## src/rtl/sprite_mover.sv

```systemverilog
// Sprite engine: scans a DxD box one pixel per tick, plotting a filled circle or
// square, then erases and redraws it at a clamped new position on each move request.
module sprite_mover #(
  parameter int SCREEN_W    = 160,
  parameter int SCREEN_H    = 120,
  parameter int RADIUS      = 8,
  parameter int COLOUR_BITS = 3,
  parameter int DIV         = 500,
  parameter int X_INIT      = 50,
  parameter int Y_INIT      = 50,
  parameter int BG_COLOUR   = 0
) (
  input  logic                        CLOCK_50,
  input  logic                        reset,
  input  logic                        up,
  input  logic                        down,
  input  logic                        left,
  input  logic                        right,
  input  logic [2:0]                  step,
  input  logic                        mode,
  input  logic [COLOUR_BITS-1:0]      fg_colour,
  output logic [$clog2(SCREEN_W)-1:0] x,
  output logic [$clog2(SCREEN_H)-1:0] y,
  output logic [COLOUR_BITS-1:0]      colour,
  output logic                        plot,
  output logic                        busy,
  output logic                        done
);

  localparam int D     = 2 * RADIUS + 1;
  localparam int XW    = $clog2(SCREEN_W);
  localparam int YW    = $clog2(SCREEN_H);
  localparam int CW    = $clog2(D + 1);
  localparam int DW    = (DIV > 1) ? $clog2(DIV) : 1;
  localparam int SW    = $clog2(2 * RADIUS * RADIUS + 2) + 2;
  localparam int X_MAX = SCREEN_W - D;
  localparam int Y_MAX = SCREEN_H - D;

  localparam logic [DW-1:0]        DIV_LAST = DW'(DIV - 1);
  localparam logic [CW-1:0]        CNT_LAST = CW'(D - 1);
  localparam logic signed [SW-1:0] R_SQ     = SW'(RADIUS * RADIUS);

  typedef enum logic [1:0] {
    S_DRAW  = 2'd0,
    S_IDLE  = 2'd1,
    S_ERASE = 2'd2,
    S_MOVE  = 2'd3
  } state_t;

  state_t                   state_r, next_state_s;
  logic [XW-1:0]            left_r, tgt_left_r, tgt_left_s;
  logic [YW-1:0]            top_r, tgt_top_r, tgt_top_s;
  logic [CW-1:0]            cx_r, cy_r;
  logic [DW-1:0]            div_r;
  logic                     last_r;
  logic [COLOUR_BITS-1:0]   fg_r;
  logic                     mode_r;
  logic [2:0]               step_s;
  logic                     scan_s, tick_s, accept_s, inside_s, busy_s, done_s;
  logic signed [SW-1:0]     dx_s, dy_s, dist_s;

  // last_r marks that the final tick of the pass has been emitted, blocking further ticks
  assign scan_s = (state_r == S_DRAW) || (state_r == S_ERASE);
  assign tick_s = scan_s && !last_r && (div_r == DIV_LAST);

  // Circle membership relative to the box centre, in signed arithmetic
  always_comb begin
    dx_s     = SW'(cx_r) - SW'(RADIUS);
    dy_s     = SW'(cy_r) - SW'(RADIUS);
    dist_s   = dx_s * dx_s + dy_s * dy_s;
    inside_s = mode_r ? 1'b1 : (dist_s <= R_SQ);
  end

  // Clamped move target with up > down > left > right priority
  always_comb begin
    step_s     = (step == 3'd0) ? 3'd1 : step;
    tgt_left_s = left_r;
    tgt_top_s  = top_r;
    if (up) begin
      if (top_r < YW'(step_s)) tgt_top_s = {YW{1'b0}};
      else                     tgt_top_s = top_r - YW'(step_s);
    end else if (down) begin
      if (({1'b0, top_r} + (YW+1)'(step_s)) > (YW+1)'(Y_MAX)) tgt_top_s = YW'(Y_MAX);
      else                                                     tgt_top_s = top_r + YW'(step_s);
    end else if (left) begin
      if (left_r < XW'(step_s)) tgt_left_s = {XW{1'b0}};
      else                      tgt_left_s = left_r - XW'(step_s);
    end else if (right) begin
      if (({1'b0, left_r} + (XW+1)'(step_s)) > (XW+1)'(X_MAX)) tgt_left_s = XW'(X_MAX);
      else                                                      tgt_left_s = left_r + XW'(step_s);
    end else begin
      tgt_left_s = left_r;
      tgt_top_s  = top_r;
    end
    accept_s = (up || down || left || right) &&
               ((tgt_left_s != left_r) || (tgt_top_s != top_r));
  end

  // FSM state register
  always_ff @(posedge CLOCK_50) begin
    if (reset) state_r <= S_DRAW;
    else       state_r <= next_state_s;
  end

  // FSM next-state logic
  always_comb begin
    next_state_s = state_r;
    case (state_r)
      S_DRAW:  next_state_s = last_r ? S_IDLE : S_DRAW;
      S_IDLE:  next_state_s = accept_s ? S_ERASE : S_IDLE;
      S_ERASE: next_state_s = last_r ? S_MOVE : S_ERASE;
      S_MOVE:  next_state_s = S_DRAW;
      default: next_state_s = S_DRAW;
    endcase
  end

  // FSM status decode, registered in the datapath below
  always_comb begin
    busy_s = (next_state_s != S_IDLE);
    done_s = (state_r == S_DRAW) && last_r;
  end

  // Scan counters, divider, position, latches and registered pixel outputs
  always_ff @(posedge CLOCK_50) begin
    if (reset) begin
      left_r     <= XW'(X_INIT);
      top_r      <= YW'(Y_INIT);
      tgt_left_r <= XW'(X_INIT);
      tgt_top_r  <= YW'(Y_INIT);
      cx_r       <= {CW{1'b0}};
      cy_r       <= {CW{1'b0}};
      div_r      <= {DW{1'b0}};
      last_r     <= 1'b0;
      fg_r       <= fg_colour;
      mode_r     <= mode;
      x          <= XW'(X_INIT);
      y          <= YW'(Y_INIT);
      colour     <= {COLOUR_BITS{1'b0}};
      plot       <= 1'b0;
      busy       <= 1'b1;
      done       <= 1'b0;
    end else begin
      plot <= 1'b0;
      busy <= busy_s;
      done <= done_s;
      if (scan_s) div_r <= (div_r == DIV_LAST) ? {DW{1'b0}} : div_r + DW'(1);
      else        div_r <= {DW{1'b0}};
      if (tick_s) begin
        x      <= left_r + XW'(cx_r);
        y      <= top_r + YW'(cy_r);
        colour <= (state_r == S_DRAW) ? fg_r : COLOUR_BITS'(BG_COLOUR);
        plot   <= inside_s;
        if (cx_r == CNT_LAST) begin
          cx_r <= {CW{1'b0}};
          if (cy_r == CNT_LAST) begin
            cy_r   <= {CW{1'b0}};
            last_r <= 1'b1;
          end else begin
            cy_r <= cy_r + CW'(1);
          end
        end else begin
          cx_r <= cx_r + CW'(1);
        end
      end
      case (state_r)
        S_IDLE: begin
          last_r <= 1'b0;
          if (accept_s) begin
            tgt_left_r <= tgt_left_s;
            tgt_top_r  <= tgt_top_s;
          end
        end
        S_MOVE: begin
          left_r <= tgt_left_r;
          top_r  <= tgt_top_r;
          cx_r   <= {CW{1'b0}};
          cy_r   <= {CW{1'b0}};
          last_r <= 1'b0;
          fg_r   <= fg_colour;
          mode_r <= mode;
        end
        default: begin
        end
      endcase
    end
  end

endmodule

```

## config.mk

```make
export PLATFORM = sky130hd
export DESIGN_NAME = sprite_mover
export DESIGN_NICKNAME = d
export VERILOG_FILES = /design/src/rtl/sprite_mover.sv
export SDC_FILE = /design/constraint.sdc
export NUM_CORES = 1
export LEC_CHECK = 0
export ABC_AREA = 1
export CORE_MARGIN = 3
export CORE_UTILIZATION = 30
export DETAILED_ROUTE_END_ITERATION = 12
export PLACE_DENSITY = 0.57
export SYNTH_ARGS = -nofsm -noshare
export SYNTH_HDL_FRONTEND = slang
export SYNTH_SLANG_ARGS = --single-unit
```

## constraint.sdc

```tcl
create_clock -name CLOCK_50 -period 11.2 [get_ports CLOCK_50]
set_input_delay 2.8 -clock CLOCK_50 [delete_from_list [all_inputs] [get_ports CLOCK_50]]
set_output_delay 2.8 -clock CLOCK_50 [all_outputs]
set_load 0.005 [all_outputs]
```

# Yosys cells after proc, flatten, opt, wreduce, memory -nomap -nowiden
# Index checks and enable logic that the tools add are counted.
totals:
  n_memories: 0
  mem_bits_ro: 0
  latchBits: 0
  reg_bits: 77
  output_inout_bits: 21
  ramBits: 0
classes:
  n_shift: 0
  n_lt_le_gt_ge: 5
  mux: 23
  bitwise: 2
  multipliers: 2
  n_reduce_logical: 20
  eq_ne: 9
  addsub: 14
  div_mod_pow: 0
ops:
  columns: ["cell", "count"]
  rows:
  - ["$mux W8", 6]
  - ["$mux W7", 4]
  - ["$mul A6 B6 Y10", 2]
  - ["$mux W3", 4]
  - ["$sub A5 B4 Y6 const B", 2]
  - ["$add A10 B10 Y10", 1]
  - ["$add A5 B1 Y5 const B", 2]
  - ["$eq A5 B5 Y1 const B", 2]
  - ["$le A10 B8 Y1 const B", 1]
  - ["$mux W5", 2]
  - ["$add A8 B3 Y9", 1]
  - ["$add A9 B1 Y9 const B", 1]
  - ["$eq A9 B9 Y1 const B", 1]
  - ["$gt A9 B8 Y1 const B", 1]
  - ["$add A7 B3 Y8", 1]
  - ["$add A8 B3 Y8", 1]
  - ["$add A8 B5 Y8", 1]
  - ["$gt A8 B7 Y1 const B", 1]
  - ["$lt A8 B3 Y1", 1]
  - ["$ne A8 B8 Y1", 1]
  - ["$pmux W2 S4", 1]
  - ["$sub A8 B3 Y8", 1]
  - ["$add A7 B3 Y7", 1]
  - ["$add A7 B5 Y7", 1]
  - ["19 further kinds", 35]

# Depth between registers and ports, before layout
# Gate-level depths: netlist (run 1).
depth:
  ltp_word: 15
  ltp_mapped: 26
  ltp_nobuf: 25

# Worst setup path before layout (run 1)
# OpenSTA, ideal clock, no wires.
synth_timing:
  path_kind: "register to register"
  start: "register cx_r[3]"
  end: "register plot"
  synth_period_minus_slack_ps: 5851
  path_stages_with_launch: 23
  arrival_ps: 5742
  slack_ps: 5349
  required_ps: 11091
  cell_sequence: "dfxtp_1 -> inv_1 -> ha_1 -> or2_2 -> fa_1 -> inv_1 -> fa_1 -> fa_1 -> inv_1 -> fa_1 -> inv_1 -> fa_1 -> fa_1 -> ha_1 -> inv_1 -> fa_1 -> o21ai_0 -> xnor2_1 -> xor2_1 -> a211oi_1 -> o21ai_0 -> nand2_1 -> inv_1"
synth_between:
  elab_chain_len: 5
synth_lines:
  columns: ["element", "line_no", "text"]
  rows:
  - ["start: declaration", "53", "logic [CW-1:0] cx_r, cy_r;"]
  - ["start signal: assignment", "130", "cx_r <= {CW{1'b0}};"]
  - ["start signal: assignment", "154", "cx_r <= {CW{1'b0}};"]
  - ["start signal: assignment", "162", "cx_r <= cx_r + CW'(1);"]
  - ["$sub A5 B4 Y6", "68", "dx_s = SW'(cx_r) - SW'(RADIUS);"]
  - ["$mul A6 B6 Y10", "70", "dist_s = dx_s * dx_s + dy_s * dy_s;"]
  - ["$add A10 B10 Y10", "70", null]
  - ["$le A10 B8 Y1", "71", "inside_s = mode_r ? 1'b1 : (dist_s <= R_SQ);"]
  - ["$mux W1", "71", null]
  - ["end signal: assignment", "152", "plot <= inside_s;"]
  - ["end: declaration", "25", "output logic plot,"]
# Every way passes these cells.
# A chain may end at the register's enable or synchronous reset.

# Final worst setup path (run 1)
# Same ends and word-level chain as after synthesis.

==> results of run 1 <==
==> layout by cell type, fill, tap and decap left out, drive strengths merged, types with 7 or more instances in the layout <==
cell type	count
nand2	200
inv	158
nand3	87
nor2	84
dfxtp	73
a21oi	65
ha	54
fa	49
o21ai	40
clkdlybuf4s50	33
xor2	16
clkbuf	12
nand4	11
xnor2	8
nor3	7
o211ai	7
==> power by group <==
part / total (W) / leakage (nW) / internal, W / switching [W]
Sequential: 0.000279 / 0.628 / 0.000278 / 0.000000816
Combinational: 0.0000503 / 2.88 / 0.0000184 / 0.0000319
Clock: 0.000281 / 0.143 / 0.000163 / 0.000118
==> cell usage after synthesis, types with 2 or more instances <==
library cell,instances
clkbuf_1,13
nor3_1,7
nand3b_1,4
xor2_1,16
nand2_1,194
edfxtp_1,4
dfxtp_1,73
ha_1,54
xnor2_1,8
nor4_1,3
clkinv_1,2
or2_2,3
nor4_2,2
fa_1,49
nor2_1,83
inv_2,3
a22oi_1,5
buf_1,2
buf_6,2
o21bai_1,2
buf_2,6
nand3_1,87
a211oi_1,6
o211ai_1,7
o21ai_1,5
a21oi_1,65
nand4_1,11
nand2_2,6
o21ai_0,35
buf_4,2
inv_1,153
nor3b_1,6
==> metrics by stage <==
stage | util | instances | power, W
2_1_floorplan | - | 929 | 0.000320
5_1_grt | 0.351 | 1230 | 0.000636
6_report | 0.351 | 1230 | 0.000610
4_1_cts | 0.351 | 1230 | 0.000617
3_5_place_dp | 0.338 | 1214 | 0.000335
3_3_place_gp | 0.338 | 1214 | 0.000335
==> final timing paths <==
| path | from | end | slack, ns |
|---|---|---|---|
| setup / recovery | cx_r[3] | plot | 4.81 |
| hold / removal | div_r[0] | div_r[0] | 0.45 |
| setup reg to reg | cx_r[3] | plot | 4.81 |
| hold reg to reg | div_r[0] | div_r[0] | 0.45 |
==> worst register-to-register path: stages, from the launching register on <==
cell      delay, ns
dfxtp_1        0.55
inv_1          0.18
ha_1           0.36
or2_2          0.35
fa_1           0.51
inv_1          0.06
fa_1           0.47
fa_1           0.49
inv_1          0.05
fa_1           0.52
inv_1          0.05
fa_1           0.49
fa_1           0.52
ha_1           0.14
inv_1          0.06
fa_1           0.40
o21ai_0        0.31
xnor2_1        0.13
xor2_1         0.18
a211oi_1       0.19
o21ai_0        0.14
nand2_1        0.08
inv_1          0.04
==> flip-flops by register name, indices dropped and copies added (netlist names), 7 cells and up <==
register,cells
x,8
tgt_left_r,8
div_r,9
left_r,8
top_r,7
tgt_top_r,7
y,7
==> layer usage <==
layer | GRT usage | share of wire
met3 | 0.0189 | 0.027
met4 | 0.0341 | 0.017
met5 | 0 | 0
met2 | 0.231 | 0.46
met1 | 0.191 | 0.49
==> cell families (layout without fill, tap and decap cells) <==
kind of cell / after synthesis / after routing / synth area share
DFF: 77 / 77 / 0.237
adders and majority gates: 103 / 103 / 0.248
buffers and inverters: 184 / 210 / 0.108
and+or+nand+nor: 410 / 410 / 0.267
AOI/OAI and AO/OA: 131 / 131 / 0.108
xor gates and xnor gates: 24 / 24 / 0.0315
==> layout make-up <==
type	instances	area, sq um	area share
Timing Repair Buffer	36	353	0.0469
Inverter	158	593	0.0788
Clock buffer	12	256	0.0341
Multi-Input combinational cell	668	4370	0.580
Clock inverter	4	28.8	0.00383
Sequential cell	77	1580	0.210
Tap cell	275	344	0.0457
==> metrics.md, run 1 <==
| Metric | Value |
|---|---|
| Outcome | `finished, final reports clean` |
| Placed cell area | `7240 sq um` |
| NumNets Final | `1066` |
| Clock Pin Slew Worst Setup and Hold Paths | `0.05 ns` |
| Pin count of the biggest net entering global routing | `42` |
| PwrDens | `81.1 nW/um^2` |
| Most common cell on crit path | `fa_1` |
| HPWL after DPL | `13200 um` |
| Avg WL per Cell | `13.3 um` |
| Final worst slack | `4.81 ns` |
| Postcts setup bufs | `0` |
| Initial Util | `0.311` |
| Async SR Flop Fraction | `0` |
| Fin crit period | `roughly 6.4 ns` |
| Initial antenna violation count | `0` |
| Via total after detailed routing | `5833` |
| Pre-CTS setup slack | `~4.5 ns` |
| Req. time, crit path | `11.43 ns` |
| Number of global-route vias before repair | `roughly 5600` |
| Synth top area cells | `dfxtp_1 22%, fa_1 15%, nand2_1 11%` |
| Die area | `24100 sq um` |
| Hold depth | `1` |
| ANT nets after route | `0` |
| Ant diodes | `0` |
| Core box area | `21400 sq um` |
| Worst slew margin | `0.407` |
| Unrepaired setup endpoints after global routing | `no` |
| Final wirelength | `16400 um` |
| Share of layout cells above drive strength 1 | `0.0356` |
| Root buf cell | `clkbuf_16` |
| TritonCTS buffer count | `9` |
| P&R area growth vs syn | `12.8%` |
| Max incr delay on CP | `0.55 ns` |
| CTS tree | `built` |
| RD Place Congestion | `0.842` |
| Hold Path Class | `reg2reg` |
| TritonRoute pass-1 iters | `4` |
| Buf/Inv on CP | `6` |
| CP max stage cell | `dfxtp_1` |
| Avg Cell Area, Syn | `slightly above 7 sq um` |
| Yosys top cell by area | `dfxtp_1` |
| Crit path kind | `reg2reg` |
| Resized Gates After CTS | `0` |
| Register-to-Register Path Depth | `22` |
| Clock Tree Buf Depth | `2` |
| Yosys top cell area share | `0.219` |
| Setup Skew | `around 0.0087 ns` |
| Num rows | `53` |
| First-pass GRT wire length | `27500 um` |
| # DRC | `0` |
| Post-route design area | `7520 sq um` |
| # clock sinks | `77` |
| Most common flop cell mapped by yosys | `dfxtp_1` |
| Arr. time, crit path | `6.62 ns` |
| Hold_ws | `approximately 0.45 ns` |
| Die span in y | `155 um` |
| P_leak | `3.65 nW` |
| Crit path cell chain | `inv_1 -> ha_1 -> or2_2 -> fa_1 -> inv_1 -> fa_1 -> fa_1 -> inv_1 -> fa_1 -> inv_1 -> fa_1 -> fa_1 -> ha_1 -> inv_1 -> fa_1 -> o21ai_0 -> xnor2_1 -> xor2_1 -> a211oi_1 -> o21ai_0 -> nand2_1 -> inv_1` |
| Max-slew violation count | `0` |
| Unique masters post-synth | `43` |
| Post-synth EDFFs | `4` |
| Slew @ Worst Pin | `0.887 ns` |
| Final hold viol count | `0` |
| Yosys reg bits | `77` |
| Htree depth | `3` |
| Gr usage total | `0.139` |
| Clk_lat worst skew | `approximately 0.34 ns` |
| Starting DRT DRC Count | `260` |
| Worst path top cell family by delay | `adder cells` |
| Worst vdd ir | `0.0000885 V` |
| Mapped Cells | `between 900 and 1000` |
| Yosys warns | `0` |
| Max cap viols | `0` |
| Final Setup Violations | `0` |
| Post-CTS Hold Fix Bufs | `0` |
| Fill count | `~2300` |
| Cell area after synthesis | `6670 sq um` |
| Critical Path Stages | `22` |
| Setup TNS | `0 ns` |
| CP Max Fanout | `9` |
| PortBufs | `33` |
| Synthesized net count | `1045` |
| GR Overflow Total | `0` |
| Startpoint types | `register` |
| Vias per cell | `4.74` |
| IO Pins | `34` |
| Critical path endpoint category | `register` |
| Period utilization | `0.570` |
| Seq/Total Area, Yosys | `0.237` |
| FMAX | `157 MHz` |
| Die X-Extent | `155 um` |
Note: power is estimated with default switching activity, not from simulation.
==> inputs of run 2 (changes only) <==
Clock period 11.2 ns to 6.5 ns, I/O delays scaled along.
==> metrics.md, run 2 (synthesis gave the netlist of run 1 again) <==
| Metric | Value |
|---|---|
| Fill count | `2273` |
| Most frequent cells in the layout | `194 x nand2_1, 153 x inv_1, 87 x nand3_1, 83 x nor2_1, 72 x dfxtp_1` |
| PortBufs | `33` |
| Post-route design area | `between 7000 and 8000 sq um` |
| GR Overflow Total | `0` |
| Die X-Extent | `155 um` |
| Die span in y | `155 um` |
| Worst vdd ir | `0.000178 V` |
| Slew @ Worst Pin | `between 0.6 and 0.7 ns` |
| HPWL after DPL | `~13000 um` |
| Arr. time, crit path | `6.22 ns` |
| FMAX | `167 MHz` |
| TritonCTS buffer count | `9` |
| Setup Skew | `around 0.006 ns` |
| Number of global-route vias before repair | `5706` |
| Commonest non-fill, non-tap cell in the layout | `nand2_1` |
| Clock Pin Slew Worst Setup and Hold Paths | `0.06 ns` |
| Startpoint types | `register` |
| Final wirelength | `16700 um` |
| Critical path endpoint category | `register` |
| Period utilization | `0.919` |
| Max cap viols | `0` |
| Largest reg by FF count | `div_r` |
| Avg WL per Cell | `13.5 um` |
| Crit Reg-Reg Startpoint | `cy_r[3]` |
| Crit path cell chain | `inv_1 -> ha_1 -> nor2_1 -> inv_1 -> fa_1 -> fa_1 -> inv_1 -> fa_1 -> inv_1 -> fa_1 -> inv_1 -> fa_1 -> fa_1 -> ha_1 -> inv_1 -> fa_1 -> o21ai_1 -> xnor2_1 -> xor2_1 -> a211oi_1 -> o21ai_0 -> nand2_1 -> inv_1` |
| Via total after detailed routing | `roughly 5800` |
| Max incr delay on CP | `0.55 ns` |
| Hold Path Class | `reg2reg` |
| CP max stage cell | `fa_1` |
| Fin crit period | `5.97 ns` |
| RD Place Congestion | `0.852` |
| Worst slew margin | `0.531` |
| CP Max Fanout | `7` |
| ANT nets after route | `0` |
| P_leak | `3.66 nW` |
| Placed cell area | `roughly 7300 sq um` |
| # DRC | `0` |
| Clock Tree Buf Depth | `2` |
| Final hold viol count | `0` |
| # clock sinks | `a little under 80` |
| First-pass GRT wire length | `between 20000 and 30000 um` |
| Final worst slack | `roughly 0.53 ns` |
| Initial antenna violation count | `0` |
| Pin count of the biggest net entering global routing | `25` |
| Vias per cell | `around 4.7` |
| CTS tree | `built` |
| Buf/Inv on CP | `7` |
| Max-slew violation count | `0` |
| Num rows | `53` |
| Die area | `24100 sq um` |
| Initial Util | `0.311` |
| Post-CTS Hold Fix Bufs | `0` |
| Pre-CTS setup slack | `0.349 ns` |
| Layout Utilization | `0.352` |
| Clk_lat worst skew | `0.34 ns` |
| Max FFs per register | `9` |
| Hold wc startpoint | `div_r[0]` |
| Crit path kind | `reg2reg` |
| Gr usage total | `0.145` |
| Postcts setup bufs | `0` |
| IO Pins | `34` |
| Setup TNS | `0 ns` |
| Unrepaired setup endpoints after global routing | `no` |
| PwrDens | `137 nW/um^2` |
| Ant diodes | `0` |
| Setup crit start | `cy_r[3]` |
| Root buf cell | `clkbuf_16` |
| Outcome | `finished, final reports clean` |
| TritonRoute pass-1 iters | `5` |
| Starting DRT DRC Count | `320` |
| NumNets Final | `1071` |
| Final Setup Violations | `0` |
| Worst path top cell family by delay | `adder cells` |
| Htree depth | `3` |
| Core box area | `about 21000 sq um` |
| Share of layout cells above drive strength 1 | `0.0406` |
| P&R area growth vs syn | `13.1%` |
| Req. time, crit path | `6.74 ns` |
run 2: changes by cell type in the layout (fill, tap and decap cells not counted), sizes merged:
cell / change
inv: -1
clkbuf: -1
clkinvlp: +2
buf: +5
run 2: report_power, final:
part | switching, W | internal [W]
registers | 0.00000137 | 0.000479
logic | 0.0000547 | 0.0000325
clock network | 0.000205 | 0.000260
run 2: metrics by stage:
step | power [W] | hold WS, ns | std cells
3_5_place_dp | 0.000578 | 0.439 | 1219
6_report | 0.00103 | 0.445 | 1235
4_1_cts | 0.00105 | 0.451 | 1235
2_1_floorplan | 0.000552 | 0.418 | 929
5_1_grt | 0.00108 | 0.461 | 1235
3_3_place_gp | 0.000577 | 0.434 | 1219
run 2: path summary, 6_finish.rpt:
| kind | endpoint | slack [ns] | cells past startpoint |
|---|---|---|---|
| max | plot | 0.53 | 23 |
| min | div_r[0] | 0.45 | 1 |
| max reg2reg | plot | 0.53 | 23 |
| min reg2reg | div_r[0] | 0.45 | 1 |
run 2: timing repair:
action | in CTS | in global routing
gates resized for setup | 0 | 2
endpoints found under the hold margin | 0 | 0
endpoints found under the setup margin | 0 | 1
run 2: per-layer routing:
metal | global-route usage | vias to the layer above | wire length, um
met5 | 0 | - | 0
met4 | 0.0278 | 0 | 142
met3 | 0.0225 | 12 | 555
met2 | 0.240 | 111 | 7750
met1 | 0.201 | 2666 | 8220
li1 | - | 3019 | -
run 2: layout make-up:
class | instances | area [sq um] | share of cell area
Tap cell | 275 | 344 | 0.0456
Multi-Input combinational cell | 668 | 4370 | 0.579
Timing Repair Buffer | 41 | 390 | 0.0517
Clock inverter | 5 | 37.5 | 0.00497
Clock buffer | 11 | 233 | 0.0308
Sequential cell | 77 | 1580 | 0.210
Inverter | 158 | 593 | 0.0786
==> inputs of run 3 (changes only) <==
Settings changed: CELL_PAD_IN_SITES_DETAIL_PLACEMENT set to 1, CELL_PAD_IN_SITES_GLOBAL_PLACEMENT set to 2, PLACE_DENSITY 0.57 to 0.81.
==> metrics.md, run 3 (synthesis gave the netlist of run 1 again) <==
| Metric | Value |
|---|---|
| Arr. time, crit path | `roughly 6.3 ns` |
| Num rows | `53` |
| PortBufs | `33` |
| PwrDens | `145 nW/um^2` |
| Critical path endpoint category | `register` |
| Initial antenna violation count | `0` |
| Worst vdd ir | `0.000119 V` |
| First-pass GRT wire length | `32500 um` |
| Max FFs per register | `9` |
| Crit path kind | `reg2reg` |
| Final wirelength | `18600 um` |
| TritonCTS buffer count | `9` |
| Ant diodes | `0` |
| Root buf cell | `clkbuf_16` |
| Commonest non-fill, non-tap cell in the layout | `nand2_1` |
| # clock sinks | `77` |
| Starting DRT DRC Count | `269` |
| Pin count of the biggest net entering global routing | `25` |
| Outcome | `finished, final reports clean` |
| Setup crit start | `cy_r[3]` |
| FMAX | `165 MHz` |
| Clk_lat worst skew | `0.33 ns` |
| Die area | `24100 sq um` |
| Vias per cell | `4.85` |
| Req. time, crit path | `6.74 ns` |
| P_leak | `between 3 and 4 nW` |
| Initial Util | `0.311` |
| TritonRoute pass-1 iters | `4` |
| IO Pins | `34` |
| Gr usage total | `0.164` |
| Via total after detailed routing | `5979` |
| Fin crit period | `around 6.0 ns` |
| Hold wc startpoint | `div_r[0]` |
| CTS tree | `built` |
| Die span in y | `approximately 160 um` |
| Unrepaired setup endpoints after global routing | `no` |
| Core box area | `about 21000 sq um` |
| Clock Tree Buf Depth | `2` |
| Slew @ Worst Pin | `about 0.96 ns` |
| Share of layout cells above drive strength 1 | `0.0417` |
| Max cap viols | `0` |
| ANT nets after route | `0` |
| Most frequent cells in the layout | `194 x nand2_1, 153 x inv_1, 87 x nand3_1, 82 x nor2_1, 72 x dfxtp_1` |
| Worst slew margin | `0.357` |
| GR Overflow Total | `0` |
| Setup Skew | `approximately 0.0093 ns` |
| Final Setup Violations | `0` |
| Clock Pin Slew Worst Setup and Hold Paths | `0.07 ns` |
| Period utilization | `0.930` |
| Hold Path Class | `reg2reg` |
| Setup TNS | `0 ns` |
| P&R area growth vs syn | `13.7%` |
| Startpoint types | `register` |
| NumNets Final | `1070` |
| Hold_ws | `approximately 0.45 ns` |
| HPWL after DPL | `approximately 15000 um` |
| Number of global-route vias before repair | `6450` |
| Avg WL per Cell | `roughly 15 um` |
| Post-CTS Hold Fix Bufs | `0` |
| Crit Reg-Reg Startpoint | `cy_r[3]` |
| Max-slew violation count | `0` |
| CP Max Fanout | `7` |
| RD Place Congestion | `0.806` |
| # DRC | `0` |
| Largest reg by FF count | `div_r` |
| Die X-Extent | `155 um` |
| Htree depth | `3` |
| Final hold viol count | `0` |
[run 3: routing by layer]
layer / vias up / part of all wire / track usage / wire length, um
met5: - / 0 / 0 / 0
met4: 0 / 0.011 / 0.0265 / 198
met3: 17 / 0.023 / 0.0214 / 430
met2: 67 / 0.45 / 0.266 / 8420
met1: 2885 / 0.51 / 0.237 / 9600
li1: 3010 / - / - / -
[run 3: worst max-delay path, stage by stage (launching register included)]
cell	delay (ns)
dfxtp_2	0.40
inv_1	0.15
ha_1	0.37
nor2_2	0.17
inv_1	0.08
fa_1	0.48
fa_1	0.54
inv_1	0.05
fa_1	0.53
inv_1	0.05
fa_1	0.52
inv_1	0.05
fa_1	0.49
fa_1	0.52
ha_1	0.14
inv_1	0.06
fa_1	0.40
o21ai_0	0.23
xnor2_1	0.11
xor2_1	0.17
a211oi_1	0.20
o21ai_0	0.12
nand2_1	0.07
inv_1	0.04
[run 3: where the power goes]
part           internal, W  switching [W]  leakage [nW]
Sequential        0.000479     0.00000170         0.629
Combinational    0.0000322      0.0000567          2.90
Clock             0.000321       0.000206         0.154
[run 3: final timing paths]
path	slack [ns]	to	cells after the start
setup reg to reg	0.45	plot	23
setup / recovery	0.45	plot	23
hold / removal	0.45	div_r[0]	1
hold reg to reg	0.45	div_r[0]	1
[run 3: final cells by class]
class / instances / area (sq um)
flip-flops and latches: 77 / 1580
fillers: 2688 / 13800
inverters: 158 / 593
clock inverters: 4 / 53.8
clock buffers: 12 / 256
multi-input cells: 668 / 4370
repair buffers: 40 / 383
well taps: 275 / 344
[run 3: repair_timing]
action	4_1_cts	5_1_grt
resized for setup	0	2
endpoints found under the setup margin	0	1
buffers inserted	0	0
[run 3: through the flow]
step | util | power, W | cell area, sq um | setup slack (ns) | instances
final | 0.354 | 0.00110 | 7580 | 0.452 | 1234
after global routing | 0.354 | 0.00114 | 7580 | 0.00880 | 1234
after CTS | 0.354 | 0.00111 | 7580 | 0.259 | 1234
after detailed placement | 0.339 | 0.000581 | 7270 | 0.283 | 1218
after global placement | 0.339 | 0.000580 | 7270 | 0.373 | 1218
after floorplan | - | 0.000552 | 6670 | 0.649 | 929
